==> src/rtl/ps2_host_tx_if.sv <==
// Command-side bundle of the PS/2 host transmitter.
// The master modport belongs to the producer of command bytes; the slave modport belongs to the transmitter.
interface ps2_host_tx_if;
  logic [7:0] tx_data;
  logic       tx_valid;
  logic       tx_ready;
  logic       busy;
  logic       tx_done;
  logic       tx_error;
  logic [1:0] err_code;

  modport master (
    output tx_data, tx_valid,
    input  tx_ready, busy, tx_done, tx_error, err_code
  );

  modport slave (
    input  tx_data, tx_valid,
    output tx_ready, busy, tx_done, tx_error, err_code
  );
endinterface

==> src/rtl/ps2_host_tx.sv <==
// Host-to-device PS/2 transmitter: inhibit, request-to-send, shift a byte plus odd parity
// on device clock falls, then check the device ACK. Drives open-collector enables only.
module ps2_host_tx #(
  parameter int INHIBIT_CYCLES = 5000,
  parameter int START_TIMEOUT  = 750000,
  parameter int BIT_TIMEOUT    = 100000
) (
  input  logic         clock,
  input  logic         reset,
  ps2_host_tx_if.slave tx,
  input  logic         ps2_clk_in,
  input  logic         ps2_dat_in,
  output logic         ps2_clk_oe,
  output logic         ps2_dat_oe
);

  localparam int MAX_A = (START_TIMEOUT > BIT_TIMEOUT) ? START_TIMEOUT : BIT_TIMEOUT;
  localparam int MAX_C = (MAX_A > INHIBIT_CYCLES) ? MAX_A : INHIBIT_CYCLES;
  localparam int CW    = $clog2(MAX_C + 1);
  localparam logic [CW-1:0] INH_LAST   = CW'(INHIBIT_CYCLES - 1);
  localparam logic [CW-1:0] START_LAST = CW'(START_TIMEOUT - 1);
  localparam logic [CW-1:0] BIT_LAST   = CW'(BIT_TIMEOUT - 1);

  typedef enum logic [2:0] {IDLE, INHIBIT, REQ, SEND, ACK, WAIT_IDLE} state_t;

  state_t        state_q;
  logic          clkMeta_q, clkSync_q, clkPrev_q;
  logic          datMeta_q, datSync_q;
  logic [7:0]    data_q;
  logic          parity_q;
  logic [3:0]    bitCnt_q;
  logic [CW-1:0] cnt_q;
  logic          firstEdge_q, ackGood_q;
  logic          clkOe_q, datOe_q, done_q, error_q;
  logic [1:0]    errCode_q;

  logic          clkFall_d, timeout_d;
  logic [CW-1:0] limit_d;

  assign clkFall_d = clkPrev_q & ~clkSync_q;
  // The long start limit only applies until the device has produced its first clock fall.
  assign limit_d   = firstEdge_q ? BIT_LAST : START_LAST;
  assign timeout_d = (cnt_q == limit_d);

  always_ff @(posedge clock) begin
    if (reset) begin
      state_q     <= IDLE;
      clkMeta_q   <= 1'b1;
      clkSync_q   <= 1'b1;
      clkPrev_q   <= 1'b1;
      datMeta_q   <= 1'b1;
      datSync_q   <= 1'b1;
      data_q      <= 8'h00;
      parity_q    <= 1'b0;
      bitCnt_q    <= 4'd0;
      cnt_q       <= '0;
      firstEdge_q <= 1'b0;
      ackGood_q   <= 1'b0;
      clkOe_q     <= 1'b0;
      datOe_q     <= 1'b0;
      done_q      <= 1'b0;
      error_q     <= 1'b0;
      errCode_q   <= 2'b00;
    end else begin
      clkMeta_q <= ps2_clk_in;
      clkSync_q <= clkMeta_q;
      clkPrev_q <= clkSync_q;
      datMeta_q <= ps2_dat_in;
      datSync_q <= datMeta_q;
      done_q    <= 1'b0;
      error_q   <= 1'b0;
      case (state_q)
        IDLE: begin
          if (tx.tx_valid) begin
            data_q    <= tx.tx_data;
            parity_q  <= ~^tx.tx_data;
            errCode_q <= 2'b00;
            cnt_q     <= '0;
            clkOe_q   <= 1'b1;
            datOe_q   <= 1'b0;
            state_q   <= INHIBIT;
          end
        end
        INHIBIT: begin
          if (cnt_q == INH_LAST) begin
            datOe_q <= 1'b1;
            state_q <= REQ;
          end else begin
            cnt_q <= cnt_q + CW'(1);
          end
        end
        REQ: begin
          clkOe_q     <= 1'b0;
          cnt_q       <= '0;
          bitCnt_q    <= 4'd0;
          firstEdge_q <= 1'b0;
          ackGood_q   <= 1'b0;
          state_q     <= SEND;
        end
        SEND: begin
          if (clkFall_d) begin
            cnt_q       <= '0;
            firstEdge_q <= 1'b1;
            bitCnt_q    <= bitCnt_q + 4'd1;
            if (bitCnt_q < 4'd8) begin
              datOe_q <= ~data_q[bitCnt_q[2:0]];
            end else if (bitCnt_q == 4'd8) begin
              datOe_q <= ~parity_q;
            end else begin
              datOe_q <= 1'b0;
              state_q <= ACK;
            end
          end else if (timeout_d) begin
            clkOe_q   <= 1'b0;
            datOe_q   <= 1'b0;
            error_q   <= 1'b1;
            errCode_q <= 2'b01;
            state_q   <= IDLE;
          end else begin
            cnt_q <= cnt_q + CW'(1);
          end
        end
        ACK: begin
          if (clkFall_d) begin
            ackGood_q <= ~datSync_q;
            if (datSync_q) begin
              error_q   <= 1'b1;
              errCode_q <= 2'b10;
            end
            state_q <= WAIT_IDLE;
          end else if (timeout_d) begin
            clkOe_q   <= 1'b0;
            datOe_q   <= 1'b0;
            error_q   <= 1'b1;
            errCode_q <= 2'b01;
            state_q   <= IDLE;
          end else begin
            cnt_q <= cnt_q + CW'(1);
          end
        end
        WAIT_IDLE: begin
          if (clkSync_q && datSync_q) begin
            done_q  <= ackGood_q;
            state_q <= IDLE;
          end
        end
        default: state_q <= IDLE;
      endcase
    end
  end

  assign tx.tx_ready = (state_q == IDLE);
  assign tx.busy     = (state_q != IDLE);
  assign tx.tx_done  = done_q;
  assign tx.tx_error = error_q;
  assign tx.err_code = errCode_q;
  assign ps2_clk_oe  = clkOe_q;
  assign ps2_dat_oe  = datOe_q;

endmodule

==> src/flat_wrapper.sv <==
// flat-port wrapper written by rule: the top's interface ports become plain ports
module ps2_host_tx_flat 
#(
  parameter int INHIBIT_CYCLES = 5000,
  parameter int START_TIMEOUT  = 750000,
  parameter int BIT_TIMEOUT    = 100000
)
  (clock, reset, ps2_clk_in, ps2_dat_in, ps2_clk_oe, ps2_dat_oe, tx_tx_data, tx_tx_valid, tx_tx_ready, tx_busy, tx_tx_done, tx_tx_error, tx_err_code);
  ps2_host_tx_if tx_i ();
  input  logic clock;
  input  logic reset;
  input  logic ps2_clk_in;
  input  logic ps2_dat_in;
  output logic ps2_clk_oe;
  output logic ps2_dat_oe;
  input wire logic [$bits(tx_i.tx_data)-1:0] tx_tx_data;
  input wire logic [$bits(tx_i.tx_valid)-1:0] tx_tx_valid;
  output wire logic [$bits(tx_i.tx_ready)-1:0] tx_tx_ready;
  output wire logic [$bits(tx_i.busy)-1:0] tx_busy;
  output wire logic [$bits(tx_i.tx_done)-1:0] tx_tx_done;
  output wire logic [$bits(tx_i.tx_error)-1:0] tx_tx_error;
  output wire logic [$bits(tx_i.err_code)-1:0] tx_err_code;
  assign tx_i.tx_data = tx_tx_data;
  assign tx_i.tx_valid = tx_tx_valid;
  assign tx_tx_ready = tx_i.tx_ready;
  assign tx_busy = tx_i.busy;
  assign tx_tx_done = tx_i.tx_done;
  assign tx_tx_error = tx_i.tx_error;
  assign tx_err_code = tx_i.err_code;
  ps2_host_tx #(.INHIBIT_CYCLES(INHIBIT_CYCLES), .START_TIMEOUT(START_TIMEOUT), .BIT_TIMEOUT(BIT_TIMEOUT)) u_core (.clock(clock), .reset(reset), .tx(tx_i), .ps2_clk_in(ps2_clk_in), .ps2_dat_in(ps2_dat_in), .ps2_clk_oe(ps2_clk_oe), .ps2_dat_oe(ps2_dat_oe));
endmodule
==> config.mk <==
export PLATFORM = sky130hd
export DESIGN_NAME = ps2_host_tx_flat
export DESIGN_NICKNAME = d
export VERILOG_FILES = /design/src/rtl/ps2_host_tx_if.sv /design/src/rtl/ps2_host_tx.sv /design/src/flat_wrapper.sv
export SDC_FILE = /design/constraint.sdc
export NUM_CORES = 1
export LEC_CHECK = 0
export CAP_MARGIN = 40
export CORE_ASPECT_RATIO = 0.6
export CORE_MARGIN = 1
export CORE_UTILIZATION = 40
export DETAILED_ROUTE_END_ITERATION = 6
export GPL_TIMING_DRIVEN = 0
export PLACE_DENSITY_LB_ADDON = 0.2
export SYNTH_ARGS = -nofsm -noshare
export SYNTH_HDL_FRONTEND = slang
export SYNTH_SLANG_ARGS = --single-unit
==> constraint.sdc <==
create_clock -name clock -period 2.45 [get_ports clock]
set_clock_uncertainty 0.15 [all_clocks]
set_input_delay 0.735 -clock clock [delete_from_list [all_inputs] [get_ports clock]]
set_output_delay 0.735 -clock clock [all_outputs]
set_load 0.03 [all_outputs]
==> out/qor.yml <==
run_status:
  outcome: "complete, no violations"
synth:
  synth_cell_types: 60
  synth_edf_count: 0
  syn_area_um2: 2751
  synth-seq-area-share: 0.3565
  syn_avg_cell_area_um2: 7.975
  synth_nets: 361
  yosysWarnings: 0
  ys_seq_elements: 49
  async_flop_share: 0
  synth_flop_cell: "dfxtp_1"
  synth_cells: 345
final_layout:
  postLayoutCellArea_um2: 3341
  layout_common_cells: "48 x dfxtp_1, 46 x nand2_1, 34 x a21oi_1"
  nNetsFinal: 390
  syn_to_final_growth_pct: 21.42
  antenna_cells: 0
  final_common_cell: "dfxtp_1"
  drive_above_1_share: 0.1440
  stdcell_count: 459
setup_path:
  r2r_slack_ns: 0.02
  ff2ff_path_depth: 6
  cp.required_ns: 2.44
  cp.arrival_ns: 2.43
  r2r_end: "u_core.cnt_q[19]"
  setup.worst_path.start: "u_core.cnt_q[18]"
  path_max_fanout: 10
  endpoint_kind: "flop"
  r2r_start: "u_core.cnt_q[18]"
  endpoint: "u_core.cnt_q[19]"
  cp-start-kind: "flop"
  critPathKind: "flop to flop"
power_and_ir_drop:
  leakagePower_nw: 1.170
  power.density_nw_per_um2: 628.6
  peakVddDrop_uv: 282.7
flow_run:
  drv_cap: 0
cts:
  cts_hold_buffers: 0
  cts_max_level: 2
  clock_latency_ns: 0.29
  cts_root_buffer: "clkbuf_16"
  cts_sinks: 49
  cts_tree: "done"
  path_clk_slew_ns: 0.07
  clockBufferDepth: 2
  cts_buffers: 5
drt:
  wl_per_cell_um: 17.33
  drt_wl_total_um: 7954
  antenna_left: 0
  drtIter0Drc: 337
  firstDrtPassIters: 5
  viasPerCell: 6.063
  drcViolationCount: 0
  vias: 2783
global_routing:
  global_route.usage.met2: 0.2972
  first_global_vias: 2488
  grt_start_max_net_pins: 15
  grt_pass1_wl_um: 13000
  antenna_found_initial: 0
  use_met3: 0.06010
  grtUsageMet1: 0.3769
  grt_overflow_total: 0
  top_usage_layer: "met1"
  grt_use_total: 0.2377
sta:
  tns_ns: 0
  relSlewSlack: 0.4870
  tightest_slew_ns: 0.7636
  drv_slew: 0
  period_share: 0.9933
  rsz0062_at_grt: "true"
  max_freq_ghz: 0.4109
  period_needed_ns: 2.434
  hold_violations: 0
  setup_violations: 0
floorplanning:
  initial_utilization: 0.4327
  die_h_um: 66.24
  rows: 22
  dieArea_um2: 7225
  io_pins: 21
  die_x_um: 109.1
  core_region_area_um2: 6359
place:
  dp.cells: 449
  io_buffers: 19
  dpl-instance-area_um2: 3052
  gp_congestion: 0.9465
  hpwlAfterDp_um: 5963
min_path:
  hold_path_class: "flop to flop"
registers in the layout (all words and copies together), names as in the netlist, 2 cells and up:
name and flops:
u_core.state_q 3, u_core.bitCnt_q 4, u_core.tx.err_code 2, u_core.cnt_q 20, u_core.data_q 8
worst min-delay path by stage:
stage                          start                to  slack, ns  cells after the start
floorplan           u_core.clkMeta_q  u_core.clkSync_q       0.24                      1
global placement    u_core.clkMeta_q  u_core.clkSync_q       0.24                      1
detailed placement  u_core.datMeta_q  u_core.datSync_q       0.24                      1
CTS                 u_core.datMeta_q  u_core.datSync_q       0.26                      1
global route        u_core.clkMeta_q  u_core.clkSync_q       0.28                      1
finish              u_core.datMeta_q  u_core.datSync_q       0.26                      1
cell families (layout without fill, tap and decap cells):
kind of cell | count (synthesis) | count (layout) | share of synthesized area
AOI/OAI and AO/OA | 97 | 97 | 0.2306
xor gates and xnor gates | 9 | 9 | 0.02865
buffers and inverters | 27 | 57 | 0.04002
DFF | 49 | 49 | 0.3565
and+or+nand+nor | 155 | 155 | 0.3033
muxes | 5 | 5 | 0.02728
adders and majority gates | 3 | 3 | 0.01364
what timing repair did:
action	4_1_cts	5_1_grt
buffers inserted	0	3
setup endpoints to repair	13	26
gates resized for setup	8	19
pin swaps	0	4
per-stage QoR:
| stage | util | power [mW] | setup slack [ns] | hold WS (ns) |
|---|---|---|---|---|
| after global routing | 0.5254 | 2.205 | -0.07189 | 0.2847 |
| after CTS | 0.5100 | 2.101 | 0.004284 | 0.2609 |
| final | 0.5254 | 2.100 | 0.01635 | 0.2604 |
| after detailed placement | 0.4799 | 1.298 | -0.3216 | 0.2447 |
| after global placement | 0.4791 | 1.293 | -0.3423 | 0.2438 |
| after floorplan | - | 1.161 | 0.1224 | 0.2395 |
Yosys cell counts (6+ instances only):
master | number | share of area
buf_2 | 7 | 0.013
or3_1 | 6 | 0.014
nand2_1 | 46 | 0.063
nor2_1 | 28 | 0.038
clkbuf_1 | 12 | 0.016
nand4_1 | 9 | 0.020
a31oi_1 | 6 | 0.014
o21ai_0 | 17 | 0.031
a21oi_1 | 34 | 0.062
inv_1 | 8 | 0.011
dfxtp_1 | 49 | 0.36
xnor2_1 | 7 | 0.022
a211oi_1 | 10 | 0.027
nand3_1 | 9 | 0.016
nor3_1 | 13 | 0.024
metal layers:
layer  share of wire  vias to the layer above
li1                -                     1349
met1            0.52                     1311
met4          0.0088                        0
met2            0.37                      115
met5               0                        -
met3            0.10                        8
critical path, cell delays in order, from the launching register on:
cell      delay, ns
dfxtp_1        0.36
or4b_4         0.57
nor4_4         0.41
buf_4          0.19
nand4_4        0.22
a41oi_1        0.30
a211oi_1       0.08
final cells by class:
class                   instances  area (um2)
plain buffers                  18       85.08
clock buffers                   7       142.6
clock inverters                 1       30.03
fillers                       596        3018
inverters                       8       30.03
multi-input cells             269        1748
flip-flops and latches         49       982.2
well taps                      84       105.1
repair buffers                 23       217.7
power by group:
group / leakage (nW) / switching [mW] / internal [mW]
sequential: 0.398 / 0.0283 / 0.829
clock: 0.0841 / 0.289 / 0.510
combinational: 0.688 / 0.283 / 0.161
total: 1.17 / 0.600 / 1.50
Power figures use the tool's default switching activity.
